<file path="src/rtl/plic_arb_pkg.sv">
// plic_arb_pkg: shared sizing helpers for the pipelined PLIC arbitration tree.
package plic_arb_pkg;
  localparam int FANIN = 4;
  function automatic int clog4(input int n);
    int l = 0;
    int p = 1;
    while (p < n) begin
      p = p * FANIN;
      l++;
    end
    return l;
  endfunction
  function automatic int pow4(input int l);
    return 1 << (2 * l);
  endfunction
  function automatic int pad_w(input int n);
    return pow4(clog4(n));
  endfunction
  // Flattened node entry layout, MSB first: {req, id[id_num], prio[prio_bit]}.
  function automatic int ent_w(input int id_num, input int prio_bit);
    return 1 + id_num + prio_bit;
  endfunction
  // Entry offset of level l inside the flat stage vector of a depth-lvl tree.
  function automatic int lvl_off(input int lvl, input int l);
    int o = 0;
    for (int k = 0; k < l; k++) o += pow4(lvl - 1 - k);
    return o;
  endfunction
endpackage

</file>
<file path="src/rtl/plic_arb_node4.sv">
// plic_arb_node4: combinational 4-way priority compare, lower index wins ties.
module plic_arb_node4 import plic_arb_pkg::*; #(
  parameter int ID_NUM = 7,
  parameter int PRIO_BIT = 5,
  localparam int EW = ent_w(ID_NUM, PRIO_BIT)
)(
  input  logic [4*EW-1:0] ent_i,
  output logic [EW-1:0]   ent_o
);
  logic [EW-1:0] lo, hi;
  function automatic logic [EW-1:0] pick(input logic [EW-1:0] l, input logic [EW-1:0] r);
    return (l[EW-1] && (!r[EW-1] || l[PRIO_BIT-1:0] >= r[PRIO_BIT-1:0])) ? l : r;
  endfunction
  assign lo    = pick(ent_i[0 +: EW], ent_i[EW +: EW]);
  assign hi    = pick(ent_i[2*EW +: EW], ent_i[3*EW +: EW]);
  assign ent_o = pick(lo, hi);
endmodule

</file>
<file path="src/rtl/plic_arb_tree_pipe.sv">
// plic_arb_tree_pipe: radix-4 pipelined priority tree, one register stage per level,
// with claim suppression of in-flight winners, flush, and an unpipelined threshold.
module plic_arb_tree_pipe import plic_arb_pkg::*; #(
  parameter int INT_NUM = 64,
  parameter int ID_NUM = 7,
  parameter int PRIO_BIT = 5
)(
  input  logic                        plic_clk,
  input  logic                        plicrst_b,
  input  logic [INT_NUM-1:0]          int_req,
  input  logic [INT_NUM*PRIO_BIT-1:0] int_prio,
  input  logic [PRIO_BIT-1:0]         int_thresh,
  input  logic                        arb_flush,
  input  logic                        claim_vld,
  input  logic [ID_NUM-1:0]           claim_id,
  output logic                        arb_out_vld,
  output logic                        arb_out_req,
  output logic [ID_NUM-1:0]           arb_out_id,
  output logic [PRIO_BIT-1:0]         arb_out_prio
);
  localparam int LVL = clog4(INT_NUM);
  localparam int PAD = pad_w(INT_NUM);
  localparam int EW  = ent_w(ID_NUM, PRIO_BIT);
  localparam int TOT = lvl_off(LVL, LVL);
  logic [PAD*EW-1:0] leaf;
  logic [TOT*EW-1:0] node_d, st_d, st_q;
  logic [LVL-1:0]    vld_q;
  logic [EW-1:0]     top_q;
  for (genvar i = 0; i < PAD; i++) begin : g_leaf
    if (i < INT_NUM) begin : g_src
      assign leaf[i*EW +: EW] = {int_req[i] && int_prio[i*PRIO_BIT +: PRIO_BIT] != '0,
                                 ID_NUM'(i), int_prio[i*PRIO_BIT +: PRIO_BIT]};
    end else begin : g_pad
      assign leaf[i*EW +: EW] = {1'b0, ID_NUM'(i), PRIO_BIT'(0)};
    end
  end
  for (genvar l = 0; l < LVL; l++) begin : g_lvl
    localparam int N = pow4(LVL - 1 - l);
    localparam int O = lvl_off(LVL, l);
    for (genvar n = 0; n < N; n++) begin : g_node
      logic [4*EW-1:0] src;
      if (l == 0) begin : g_first
        assign src = leaf[n*4*EW +: 4*EW];
      end else begin : g_upper
        assign src = st_q[(lvl_off(LVL, l - 1) + 4*n)*EW +: 4*EW];
      end
      plic_arb_node4 #(.ID_NUM(ID_NUM), .PRIO_BIT(PRIO_BIT)) u_node (
        .ent_i(src),
        .ent_o(node_d[(O+n)*EW +: EW])
      );
    end
  end
  // A claimed id is dropped from whatever each stage loads at the claim edge.
  always_comb begin
    st_d = node_d;
    for (int k = 0; k < TOT; k++)
      if (claim_vld && node_d[k*EW+PRIO_BIT +: ID_NUM] == claim_id) st_d[k*EW+EW-1] = 1'b0;
  end
  always_ff @(posedge plic_clk) begin
    if (!plicrst_b || arb_flush) begin
      st_q  <= '0;
      vld_q <= '0;
    end else begin
      st_q  <= st_d;
      vld_q <= LVL'({vld_q, 1'b1});
    end
  end
  assign top_q        = st_q[(TOT-1)*EW +: EW];
  assign arb_out_vld  = vld_q[LVL-1];
  assign arb_out_req  = top_q[EW-1] && top_q[PRIO_BIT-1:0] > int_thresh;
  assign arb_out_id   = arb_out_req ? top_q[PRIO_BIT +: ID_NUM] : '0;
  assign arb_out_prio = arb_out_req ? top_q[PRIO_BIT-1:0] : '0;
endmodule

</file>
<file path="config.mk">
export PLATFORM = sky130hd
export DESIGN_NAME = plic_arb_tree_pipe
export DESIGN_NICKNAME = d
export VERILOG_FILES = /design/src/rtl/plic_arb_pkg.sv /design/src/rtl/plic_arb_node4.sv /design/src/rtl/plic_arb_tree_pipe.sv
export SDC_FILE = /design/constraint.sdc
export NUM_CORES = 1
export LEC_CHECK = 0
export ABC_AREA = 1
export BUFFER_PORTS_ARGS = -buffer_cell sky130_fd_sc_hd__buf_2
export CORE_UTILIZATION = 40
export CTS_BUF_LIST = sky130_fd_sc_hd__clkbuf_2 sky130_fd_sc_hd__clkbuf_4 sky130_fd_sc_hd__clkbuf_8
export DETAILED_ROUTE_END_ITERATION = 8
export SLEW_MARGIN = 30
export SYNTH_ARGS = -nofsm -noshare
export SYNTH_HDL_FRONTEND = slang
export SYNTH_HIERARCHICAL = 1
export SYNTH_SLANG_ARGS = --single-unit
</file>
<file path="constraint.sdc">
create_clock -name plic_clk -period 5.7 [get_ports plic_clk]
set_input_delay 0.285 -clock plic_clk [delete_from_list [all_inputs] [get_ports plic_clk]]
set_output_delay 0.285 -clock plic_clk [all_outputs]
set_load 0.005 [all_outputs]
</file>
==> impl_metrics.toml <==
[grt]
use_met2 = 0.419
grt_util_all_layers = 0.229
antenna_found_initial = 5
busiest_layer = "met2"
grt_pass1_wl_um = 163000
grt_pass1_vias = 32491
use_met3 = 0.0243
gr-usage-met1 = 0.283
grt_overflow = 0
grt_max_degree = 118

[drt]
wl_um = 102000
drtAntennaViolNets = 0
via_per_inst = 4.42
avgRoutedWirePerCell_um = 12.7
drc_errors = 0
drt_iter0_markers = 1707
first_pass_iters = 5
vias = 35339

[clock_tree]
clkLatencyLatePin_ns = 0.59
cts_tree = "yes"
cts_root_buf = "clkbuf_8"
clock-sinks = 276
post_cts_buffers = 0
clk_transition_reported_paths_ns = 0.06
cts_resized = 0
cts_hold_buf = 0
cts_max_level = 2
clock_path_buffers = 3
numCtsBuffers = 46

[finish]
post-route-util = 0.458
fin_area_mm2 = 0.0392
nFillCells = 9375
syn2layout_area_growth_pct = 13.0
fin_nets = 7534
fin_cells = 7997
layout-drive-gt1-share = 0.173

[timing]
finalSetupViolations = 0
rsz0062_at_grt = "no"
slew_violations = 0
period_minus_slack_ns = 3.55
fmax_ghz = 0.282
worst_pin_slew_ns = 0.941
fin_crit_sh = 0.622
hold_violations = 0
slew_headroom = 0.373
tns_ns = 0
layout_setup_ws_ns = 2.15
holdWs_ns = 0.161
fin_skew_ns = 0.0238

[job]
maxCapViolCount = 0

[power_and_ir_drop]
p_leak_nw = 24.2
intPower_mw = 4.56
irDropWorstVdd_mv = 0.143
pwr-share-comb = 0.454
swShare = 0.426
power_frac_clock = 0.272
powerDensity_mw_per_mm2 = 202
seq_power_share = 0.274
power_switching_mw = 3.38
power_mw = 7.94

[setup_path]
path_max_fanout = 14
path_class = "flip-flop to flip-flop"
end_kind = "flip-flop"
crit_slowest_cell = "dfxtp_1"
crit_required_ns = 6.18
critical_path_arrival_ns = 4.03
critPathMostFrequentCell = "nand2_1"
slowest_delay_ns = 0.36
r2r_cells = 26
startpoint_type = "flip-flop"

[place]
place_area_mm2 = 0.0380
portBuffers = 413
hpwl_um = 79500
place_congestion = 0.928
pre_cts_ws_ns = 2.09
dp.cells = 7910

[yosys]
ys_types = 28
ys_seq_area_frac = 0.159
ys_ff_latch = 276
postSynthCellCount = 6119
netlist_area_mm2 = 0.0347
synth_area_per_cell_um2 = 5.67
yosys_warnings = 6

[floorplanning]
fp.dieW_um = 297
ios = 414
rows = 107
die_height_um = 297
core_mm2 = 0.0855
die-area_mm2 = 0.0879
initial_core_util = 0.406

[run_status]
status = "completed"

[hold_path]
hold_depth = 7
hold_path_class = "input pin to flip-flop"
state kept, by name (all words and copies together) (netlist names):
signal  count
vld_q       3
st_q      273
cells in the final DEF, fill, tap and decap left out, drive strengths merged:
cell      count
clkbuf       72
o21ai        64
nand3b       15
conb        448
a21boi        1
ha          320
nand2      2929
buf         429
clkinvlp      2
clkinv       24
inv         964
a21oi        38
bufinv        6
or2          21
nand3       562
nor2        659
dfxtp       276
nand4        21
diode         2
synth_stat cells, drive strengths merged:
library cell	instances	area (µm²)
dfxtp	276	5530
nand3	562	3250
nand3b	15	300
clkinv	21	78.8
inv	962	3610
conb	2	7.51
ha	320	4000
o21ai	64	320
nor2	659	2780
or2	21	131
a21boi	1	7.51
nand4	21	131
clkbuf	32	121
nand2	2929	12400
buf	196	1830
a21oi	38	246
logic make-up after synthesis:
logic type	count (synthesis)	share of synthesized area
AOI/OAI and AO/OA	103	0.0165
other	2	0.000216
DFF	276	0.159
buffers and inverters	1211	0.163
adders and majority gates	320	0.115
and+or+nand+nor	4207	0.546
power groups by stage:
stage	Combinational [mW]	Sequential [mW]	Clock (mW)
2_1_floorplan	2.92	2.15	0
3_5_place_dp	3.52	2.22	0
5_1_grt	4.18	2.18	2.30
3_3_place_gp	3.49	2.22	0
4_1_cts	3.54	2.18	2.21
6_report	3.60	2.17	2.16
cell type report:
cell class              instances  area, µm²  share of cell area
clock buffers                  72        916              0.0234
repair buffers                429       2190              0.0558
multi-input cells            5078      25200               0.643
clock inverters                13        230             0.00587
well taps                    1144       1430              0.0365
inverters                     983       3700              0.0943
diodes                          2       5.00            0.000128
flip-flops and latches        276       5530               0.141
per-layer routing:
metal,up-vias,share of wire,routed length [µm]
li1,19240,-,-
met2,716,0.49,49500
met4,8,0.024,2420
met1,15223,0.45,45700
met5,-,0.00044,45
met3,152,0.041,4230
worst paths after layout:
| check | start | to | slack [ns] |
|---|---|---|---|
| max reg2reg | st_q[147] | st_q[246] | 2.15 |
| max | st_q[147] | st_q[246] | 2.15 |
| min reg2reg | vld_q[0] | vld_q[1] | 0.40 |
| min | int_prio[259] | st_q[160] | 0.16 |
critical path: cells and delay by family (launching register included):
family                   cells  cell delay [ns]
adder cells (fa/ha/maj)      2             0.59
flip-flops                   1             0.36
buffers and inverters        5             0.45
AND/OR/NAND/NOR             19             2.03
Note: power is estimated with default switching activity, not from simulation.
